--- src/rtl/cpu_iob_bridge.sv ---
// Purpose: bridge the CPU data-memory port onto an IOb native-bus manager, one bus access per distinct CPU access.
// Latency: valid rises 1 cycle after the request; read data lands in ReadData on the edge where ready is seen.
// Backpressure: holds valid/addr/wdata/wstrb stable in REQ until ready; the CPU side is not stalled by this block.
module cpu_iob_bridge #(
   parameter int FE_ADDR_W = 32,
   parameter int FE_DATA_W = 32   // must be 32: data paths connect straight to the 32-bit CPU port
) (
   input  logic                   clk,
   input  logic                   reset,
   input  logic                   iob_ready_i,
   input  logic [FE_DATA_W-1:0]   iob_rdata_i,
   output logic                   iob_valid_o,
   output logic [FE_ADDR_W-1:0]   iob_addr_o,
   output logic [FE_DATA_W-1:0]   iob_wdata_o,
   output logic [FE_DATA_W/8-1:0] iob_wstrb_o,
   input  logic                   MemWrite,
   input  logic [31:0]            WriteData,
   input  logic [31:0]            DataAdr,
   output logic [31:0]            ReadData
);

   localparam int STRB_W = FE_DATA_W / 8;

   typedef enum logic [1:0] {
      IDLE = 2'b00,
      REQ  = 2'b01,
      DONE = 2'b10
   } state_t;

   state_t              state, state_d;
   logic                valid_q, valid_d;
   logic [FE_ADDR_W-1:0] addr_q, addr_d;
   logic [FE_DATA_W-1:0] wdata_q, wdata_d;
   logic [STRB_W-1:0]   wstrb_q, wstrb_d;
   logic                wr_q, wr_d;
   logic [31:0]         rdata_q, rdata_d;

   logic                 req;
   logic                 launch;
   logic [FE_ADDR_W-1:0] adr_ext;

   // CPU address resized to the bus address width (zero-extend or truncate)
   generate
      if (FE_ADDR_W > 32) begin : g_adr_wide
         assign adr_ext = {{(FE_ADDR_W-32){1'b0}}, DataAdr};
      end else if (FE_ADDR_W == 32) begin : g_adr_same
         assign adr_ext = DataAdr;
      end else begin : g_adr_narrow
         assign adr_ext = DataAdr[FE_ADDR_W-1:0];
      end
   endgenerate

   // Address 0 is never a data target, so a non-zero address or a store means an access
   assign req = MemWrite | (DataAdr != 32'd0);

   // Next-state and output computation; launching a new access is shared by IDLE and DONE
   always_comb begin
      state_d = state;
      valid_d = valid_q;
      addr_d  = addr_q;
      wdata_d = wdata_q;
      wstrb_d = wstrb_q;
      wr_d    = wr_q;
      rdata_d = rdata_q;
      launch  = 1'b0;
      case (state)
         IDLE: begin
            if (req) launch = 1'b1;
         end
         REQ: begin
            if (iob_ready_i) begin
               state_d = DONE;
               valid_d = 1'b0;
               wstrb_d = '0;
               if (!wr_q) rdata_d = iob_rdata_i;
            end
         end
         DONE: begin
            // A still-presented identical access is never re-issued
            if (!req) begin
               state_d = IDLE;
            end else if ((adr_ext != addr_q) || (MemWrite != wr_q)) begin
               launch = 1'b1;
            end
         end
         default: begin
            state_d = IDLE;
            valid_d = 1'b0;
            wstrb_d = '0;
         end
      endcase
      if (launch) begin
         state_d = REQ;
         valid_d = 1'b1;
         addr_d  = adr_ext;
         wdata_d = WriteData;
         wstrb_d = {STRB_W{MemWrite}};
         wr_d    = MemWrite;
      end
   end

   // State and registered outputs; reset abandons any in-flight access
   always_ff @(posedge clk or negedge reset) begin
      if (!reset) begin
         state   <= IDLE;
         valid_q <= 1'b0;
         addr_q  <= '0;
         wdata_q <= '0;
         wstrb_q <= '0;
         wr_q    <= 1'b0;
         rdata_q <= '0;
      end else begin
         state   <= state_d;
         valid_q <= valid_d;
         addr_q  <= addr_d;
         wdata_q <= wdata_d;
         wstrb_q <= wstrb_d;
         wr_q    <= wr_d;
         rdata_q <= rdata_d;
      end
   end

   assign iob_valid_o = valid_q;
   assign iob_addr_o  = addr_q;
   assign iob_wdata_o = wdata_q;
   assign iob_wstrb_o = wstrb_q;
   assign ReadData    = rdata_q;

endmodule

--- config.mk ---
export PLATFORM = sky130hd
export DESIGN_NAME = cpu_iob_bridge
export DESIGN_NICKNAME = d
export VERILOG_FILES = /design/src/rtl/cpu_iob_bridge.sv
export SDC_FILE = /design/constraint.sdc
export NUM_CORES = 1
export LEC_CHECK = 0
export CAP_MARGIN = 20
export CORE_MARGIN = 2
export CORE_UTILIZATION = 43
export CTS_BUF_LIST = sky130_fd_sc_hd__clkbuf_8
export CTS_CLUSTER_DIAMETER = 200
export DETAILED_ROUTE_END_ITERATION = 8
export HOLD_SLACK_MARGIN = 0.06
export PLACE_DENSITY = 0.83
export SYNTH_ARGS = -nofsm -noshare
export SYNTH_HDL_FRONTEND = slang
export SYNTH_SLANG_ARGS = --single-unit
--- constraint.sdc ---
create_clock -name clk -period 2.46 [get_ports clk]
set_input_delay 0.246 -clock clk [delete_from_list [all_inputs] [get_ports clk]]
set_output_delay 0.246 -clock clk [all_outputs]
set_load 0.05 [all_outputs]
Word level (Yosys, flattened, before mapping)
Index checks and enable logic that the tools add are counted.

Register bits: 104. Bits in latches: 0. RAM bits: 0. ROM bits: 0. Input bits: 100. Output and inout port bits: 101. Logic and storage cells: 38. Memories: 0.

Add/subtract/negate cells: 0. $mul: 0. Div/mod/pow operators: 0. $lt $le $gt $ge: 0. Eq/ne operators: 8. Shifts and indexed selects: 0. Muxes and demuxes: 14. Bitwise operators: 2. Reduce and logical (&&, ||, !) cells: 7.

Operators by type and width (count): 32-bit inequality test (1); 32-bit nonzero test (1); 4-bit two-way mux (2); 4-bit one-hot mux with 2 select lines (1); 2-bit two-way mux (3); 3-bit inequality test, second input constant (2); 2-bit one-hot mux with 3 select lines (1); 3-bit AND reduction (2); 1-bit two-way mux (5); 1-bit one-hot mux with 2 select lines (2); 2-bit by 1-bit equality test with 1-bit output, second input constant (1); 2-bit equality test, second input constant (1); 2-bit zero test (1); 2-bit by 1-bit inequality test with 1-bit output, second input constant (1); 2-bit inequality test, second input constant (1); 2-bit AND reduction (1); 2-bit OR reduction (1); 1-bit logical OR (1); 1-bit inequality test (1); 1-bit inverter (1); 1-bit bitwise OR (1).

Logic depth before layout (Yosys ltp)
Gate-level depths: netlist of run 1.

Depth in word-level cells: 7. Gate-level depth with buffers: 9.

Least setup slack after synthesis of run 1
OpenSTA, ideal clock, no wires.

Path type: reg2reg. From: reg addr_q[23] (netlist: iob_addr_o[23]). To: reg addr_q[2] (netlist: iob_addr_o[2]). Data arrival time: 2.165 ns. Data required time: 2.332 ns. Path slack: 0.167 ns. Cell stages (with the launch flop): 10. Buffers on the path: 3. Clock period less this slack: 2.293 ns. Cell sequence: dfrtp_1 -> nor2b_1 -> a2111o_1 -> nor4_2 -> nand4_1 -> nand2b_1 -> buf_4 -> buf_12 -> buf_8 -> mux2_1.

Longest elaborated chain between the ends: 5.

Ends and longest elaborated chain: from (decl) (RTL line 32) `logic [FE_ADDR_W-1:0] addr_q, addr_d;`; from (signal assigned) (RTL line 115) `addr_q <= addr_d;`; 32-bit inequality test (RTL line 82) `end else if ((adr_ext != addr_q) || (MemWrite != wr_q)) begin`; 1-bit logical OR (RTL line 82); 1-bit two-way mux (RTL line 82); 1-bit two-way mux (RTL line 80) `if (!req) begin`; 1-bit one-hot mux with 2 select lines (RTL line 66) `case (state)`.

Every way passes these cells. A chain may end at the register's enable or synchronous reset.

Worst setup path in the final report of run 1
From: reg addr_q[23] (netlist: iob_addr_o[23]). To: reg wdata_q[13] (netlist: iob_wdata_o[13]).

Longest elaborated chain between the ends: 5.

Ends and longest elaborated chain: 32-bit inequality test (RTL line 82); 1-bit logical OR (RTL line 82); 1-bit two-way mux (RTL line 82); 1-bit two-way mux (RTL line 80); 1-bit one-hot mux with 2 select lines (RTL line 66); to (signal assigned) (RTL line 116) `wdata_q <= wdata_d;`; to (decl) (RTL line 33) `logic [FE_DATA_W-1:0] wdata_q, wdata_d;`.

Every way passes these cells.

==> impl_metrics.tcl, run 1 <==
set metrics [dict create \
    ctsLongestPathBuffers 2 \
    dieArea_mm2 0.0109 \
    h-tree-depth 3 \
    cp_data_arrival_time_ns 2.42 \
    relSlewSlack 0.636 \
    rsz0062_at_grt "false" \
    viasPerCell 4.91 \
    num_io_pins 201 \
    cts_resized 0 \
    p_leak_nw 2.78 \
    max-cap-violations 0 \
    intPower_w 0.00583 \
    layout_common_cells "199 x clkdlybuf4s50_1, 101 x dfrtp_1, 80 x mux2_2" \
    syn_nets 396 \
    synth_cells 296 \
    wl_per_cell_um 17.6 \
    powerDensity_mw_per_mm2 1650 \
    cts_tree "done" \
    drive_gt1_frac 0.238 \
    yosysWarningCount 0 \
    path_max_fanout 23 \
    min-delay-path-class "input port to asynchronous set/reset pin" \
    die_x_um 104 \
    cp-start-kind "register" \
    p_sw_frac 0.480 \
    fin_crit_sh 0.888 \
    root_buffer "clkbuf_8" \
    core_area_mm2 0.00977 \
    critPathRequiredTime_ns 2.70 \
    portBuffers 200 \
    netlist_area_mm2 0.00434 \
    synth-seq-cells 101 \
    setup-violations-final 0 \
    grt_start_max_net_pins 45 \
    first_iter_violations 79 \
    routabilityCongestion 0.790 \
    insertion_delay_ns 0.35 \
    clock-sinks 101 \
    antenna_cells 0 \
    nets 608 \
    vdd_drop_max_mv 0.788 \
    tightestPinTransition_ns 0.544 \
    overflow 0 \
    layout_setup_ws_ns 0.276 \
    p_comb_frac 0.621 \
    drtAntennaViolNets 0 \
    pre_cts_ws_ns -0.0220 \
    antenna_found_initial 0 \
    ys_seq_area_frac 0.582 \
    vias 3173 \
    switching_power_w 0.00537 \
    placed_area_mm2 0.00655 \
    layout_commonest_cell "clkdlybuf4s50_1" \
    final_max_slew_viol_count 0 \
    routed_wl_um 11300 \
    grt_pass1_wl_um 18000 \
    critPathKind "register to register" \
    pwr-share-seq 0.277 \
    drtPass1Iterations 6 \
    status "finished, final reports clean" \
    grt_pass1_vias 3536 \
    fin_worst_skew_ns 0.0114 \
    fin_area_mm2 0.00677 \
    period_needed_ns 2.18 \
    numCtsBuffers 9 \
    hold_viol_final 0 \
    clkPwrFrac 0.101 \
    top_layer_used "met4" \
    dr_wl_met2_um 6080 \
    post-route-util 0.693 \
    cp-end-kind "register" \
    syn_avg_cell_area_um2 14.7 \
    rows 36 \
    clkTransAtPathRegs_ns 0.10 \
    m1WireLength_um 4350 \
    cts_setup_buffers 0 \
    met3_length_um 787 \
    grtUsageTotal 0.209 \
    area_growth_pct 56.0 \
    fp.dieH_um 104 \
    ys_types 26 \
    post-route-drc-count 0 \
    start_util 0.444 \
    fmax_mhz 458 \
    hpwl_um 8840 \
]
[metal layers]
metal	up-vias	global-route usage
met4	0	0.0560
li1	1461	-
met2	121	0.380
met5	-	0
met3	10	0.0614
met1	1581	0.238
[state kept, by name, indices dropped and copies added (netlist names)]
| name | count |
|---|---|
| state | 2 |
| iob_valid_o | 1 |
| iob_addr_o | 32 |
| iob_wstrb_o | 1 |
| ReadData | 32 |
| iob_wdata_o | 32 |
| wr_q | 1 |
[synthesized netlist by cell type, drive strengths merged]
cell type / count / area, um2
inv: 9 / 33.8
o2111ai: 2 / 17.5
clkbuf: 3 / 11.3
mux2i: 3 / 30.0
nand3b: 1 / 7.51
o21ai: 3 / 15.0
o221ai: 1 / 8.76
mux2: 95 / 1110
a21o: 1 / 7.51
nor3: 2 / 10.0
o22ai: 2 / 12.5
nor2b: 3 / 18.8
nor2: 4 / 15.0
a2111o: 1 / 11.3
xnor2: 24 / 210
nand2b: 8 / 50.1
nand4: 8 / 50.1
buf: 11 / 115
nand2: 5 / 18.8
dfrtp: 101 / 2530
nor4: 9 / 62.6
[critical path, stage by stage (launching register included)]
cell,delay [ns]
dfrtp_1,0.42
nor2b_1,0.14
a2111o_1,0.39
nor4_2,0.17
nand4_1,0.20
nand2b_4,0.18
buf_12,0.20
mux2_2,0.36
[through the flow]
stage | TNS, ns | total power (W) | hold WS (ns) | std cells
floorplan | 0 | 0.00778 | -0.0496 | 296
global placement | 0 | 0.00999 | 0.207 | 629
detailed placement | -0.366 | 0.0101 | 0.213 | 629
CTS | 0 | 0.0113 | 0.365 | 646
global route | 0 | 0.0117 | 0.372 | 646
finish | 0 | 0.0112 | 0.364 | 646
[final timing paths]
check                                start              end  slack, ns  cells after the start
max                         iob_addr_o[23]  iob_wdata_o[13]       0.28                      7
min                                  reset    iob_addr_o[1]       0.36                      2
max reg2reg                 iob_addr_o[23]  iob_wdata_o[13]       0.28                      7
min reg2reg                    ReadData[8]      ReadData[8]       0.51                      1
max in group asynchronous            reset  iob_wdata_o[11]       1.36                      3
min in group clk           iob_rdata_i[17]     ReadData[17]       0.50                      2
[power groups by stage]
stage | logic (W) | registers, W | clock network, W
6_report | 0.00696 | 0.00311 | 0.00114
5_1_grt | 0.00722 | 0.00322 | 0.00124
4_1_cts | 0.00702 | 0.00312 | 0.00117
3_5_place_dp | 0.00699 | 0.00314 | 0
3_3_place_gp | 0.00690 | 0.00308 | 0
2_1_floorplan | 0.00182 | 0.00596 | 0
[cell type report]
type	instances	area (um2)
Fill cell	707	3000
Inverter	9	33.8
Tap cell	133	166
Timing Repair Buffer	215	2160
Clock buffer	9	124
Clock inverter	7	92.6
Multi-Input combinational cell	172	1660
Sequential cell	101	2530
[logic make-up (layout without fill, tap and decap cells)]
family | Yosys count | count (layout) | share of synthesized area
compound gates | 10 | 10 | 0.0167
mux | 98 | 98 | 0.262
flops | 101 | 101 | 0.582
xor+xnor | 24 | 24 | 0.0484
simple gates | 40 | 40 | 0.0536
buf+inv | 23 | 240 | 0.0369
[what timing repair did]
action                                 CTS  global route
endpoints found under the hold margin   28             0
hold buffers                             1             0
setup endpoints to repair                0             0
Note: power is estimated with default switching activity, not from simulation.
==> inputs of run 2 (changes only) <==
CAP_MARGIN = unset   (was 20)
SETUP_SLACK_MARGIN = 0.5   (was unset)
==> run 2 against run 1 <==
  * Sequential cell count did not move
  * Non-clock buffer count rose by 8
  * Hold slack got worse by 0.13 ns
  * Combinational power increased by 4.5%
  * Die area stayed put
  * Wire length is 3.1% higher
  * Critical endpoint is now iob_wdata_o[21]
  * Final cell count is 1.1% higher
  * Largest cell class unchanged
  * Highest routed layer unchanged
  * Sequential power about the same
  * Cell area grew 2.0%
  * Critical path depth rose by 1
  * Total power grew 1.9%
==> impl_metrics.tcl, run 2 (synthesized netlist as in run 1, its figures left out) <==
set metrics [dict create \
    period_needed_ns 2.22 \
    nets 616 \
    worstReg2RegStart "iob_addr_o[24]" \
    clock-sinks 101 \
    dieArea_mm2 0.0109 \
    total_power_w 0.0114 \
    ctsLongestPathBuffers 2 \
    insertion_delay_ns 0.35 \
    cp-start-kind "register" \
    p_leak_nw 2.88 \
    fillers 691 \
    cts_tree "done" \
    dp_cells 628 \
    grt_pass1_vias 3526 \
    drtAntennaViolNets 0 \
    viasPerCell 4.96 \
    cp-end-kind "register" \
    area_growth_pct 59.1 \
    layout_commonest_cell "clkdlybuf4s50_1" \
    vdd_drop_max_mv 1.19 \
    relSlewSlack 0.603 \
    grt_pass1_wl_um 18600 \
    regArea_mm2 0.00253 \
    routabilityCongestion 0.811 \
    rsz0062_at_grt "true" \
    placed_area_mm2 0.00654 \
    core_area_mm2 0.00977 \
    antenna_found_initial 0 \
    cp-startpoint "iob_addr_o[24]" \
    fmax_mhz 451 \
    layoutNonFillerInstCount 653 \
    setup-violations-final 0 \
    portBuffers 200 \
    grtUsageTotal 0.216 \
    tightestPinTransition_ns 0.595 \
    overflow 0 \
    first_iter_violations 83 \
    min-delay-path-class "input port to register" \
    path_max_fanout 6 \
    start_util 0.444 \
    routed_wl_um 11700 \
    numCtsBuffers 9 \
    status "finished, final reports clean" \
    post-route-drc-count 0 \
    powerDensity_mw_per_mm2 1650 \
    layout_common_cells "197 x clkdlybuf4s50_1, 99 x dfrtp_1, 71 x mux2_2" \
    fin_crit_sh 0.902 \
    critPathRequiredTime_ns 2.70 \
    fin_area_mm2 0.00691 \
    rows 36 \
    num_io_pins 201 \
    fp.dieH_um 104 \
    antenna_cells 0 \
    critPathKind "register to register" \
    max-cap-violations 0 \
    hold_viol_final 0 \
    multiInputGateArea_mm2 0.00170 \
    die_x_um 104 \
    drive_gt1_frac 0.256 \
    drtPass1Iterations 4 \
    hold-worst-slack_ns 0.236 \
    wl_per_cell_um 17.9 \
    fin_worst_skew_ns 0.0132 \
    cp_data_arrival_time_ns 2.46 \
    h-tree-depth 3 \
    final_max_slew_viol_count 0 \
    hold_start "DataAdr[24]" \
    grt_start_max_net_pins 48 \
    root_buffer "clkbuf_8" \
    post-route-util 0.706 \
    vias 3239 \
    clkTransAtPathRegs_ns 0.10 \
    hpwl_um 8790 \
]
==> run 2: changes by cell type in the layout (fill, tap and decap cells not counted), moves of 2 or more <==
| cell | change |
|---|---|
| buf_16 | +2 |
| buf_4 | +5 |
| clkdlybuf4s50_1 | -2 |
| clkinv_4 | -2 |
| clkinvlp_4 | +2 |
| dfrtp_1 | -2 |
| dfrtp_2 | +2 |
| dlymetal6s2s_1 | +2 |
| mux2_2 | -9 |
| mux2_4 | +9 |
==> run 2: final timing paths <==
| path | end | slack (ns) | cells past startpoint |
|---|---|---|---|
| worst max-delay path | iob_wdata_o[21] | 0.24 | 8 |
| worst min-delay path | iob_addr_o[24] | 0.24 | 2 |
| worst max register to register | iob_wdata_o[21] | 0.24 | 8 |
| worst min register to register | iob_valid_o | 0.49 | 2 |
| max in group asynchronous | state[0] | 1.31 | 3 |
| min in group asynchronous | ReadData[4] | 0.42 | 2 |
==> run 2: cell type report <==
| cell class | count | area share |
|---|---|---|
| clock buffer | 9 | 0.0179 |
| timing repair buffer | 223 | 0.330 |
| tap | 133 | 0.0241 |
| multi-input combinational | 172 | 0.247 |
| clock inverter | 6 | 0.00942 |
| inverter | 9 | 0.00489 |
| sequential | 101 | 0.366 |
==> run 2: repair_timing <==
item	4_1_cts	5_1_grt
buffers inserted	4	3
endpoints found under the setup margin	66	68
pin swaps	1	3
endpoints found under the hold margin	45	0
hold buffers	1	0
gates cloned	2	0
gates resized for setup	7	8
==> run 2: metal layers <==
layer	vias to the layer above	share of wire	track usage
met4	0	0.010	0.0434
met2	146	0.49	0.363
met5	-	0	0
met1	1599	0.40	0.261
met3	12	0.095	0.0877
li1	1482	-	-
==> run 2: per-stage QoR <==
step | setup slack [ns] | setup TNS (ns)
after floorplan | 0.283 | 0
after global placement | 0.0423 | 0
after detailed placement | -0.0316 | -0.407
after CTS | 0.256 | 0
after global routing | 0.176 | 0
final | 0.242 | 0
==> run 2: where the power goes <==
group          total [W]  internal (W)  switching, W
combinational    0.00727       0.00297       0.00430
sequential       0.00310       0.00251      0.000591
clock            0.00104      0.000466      0.000573
total             0.0114       0.00595       0.00546
==> run 2: critical path, cell delays in order (launching register included) <==
cell      delay [ns]
dfrtp_1         0.41
nor2b_1         0.07
a2111o_1        0.39
nor4_2          0.26
nand4_1         0.21
nand2b_4        0.21
buf_12          0.14
buf_16          0.13
mux2_4          0.30
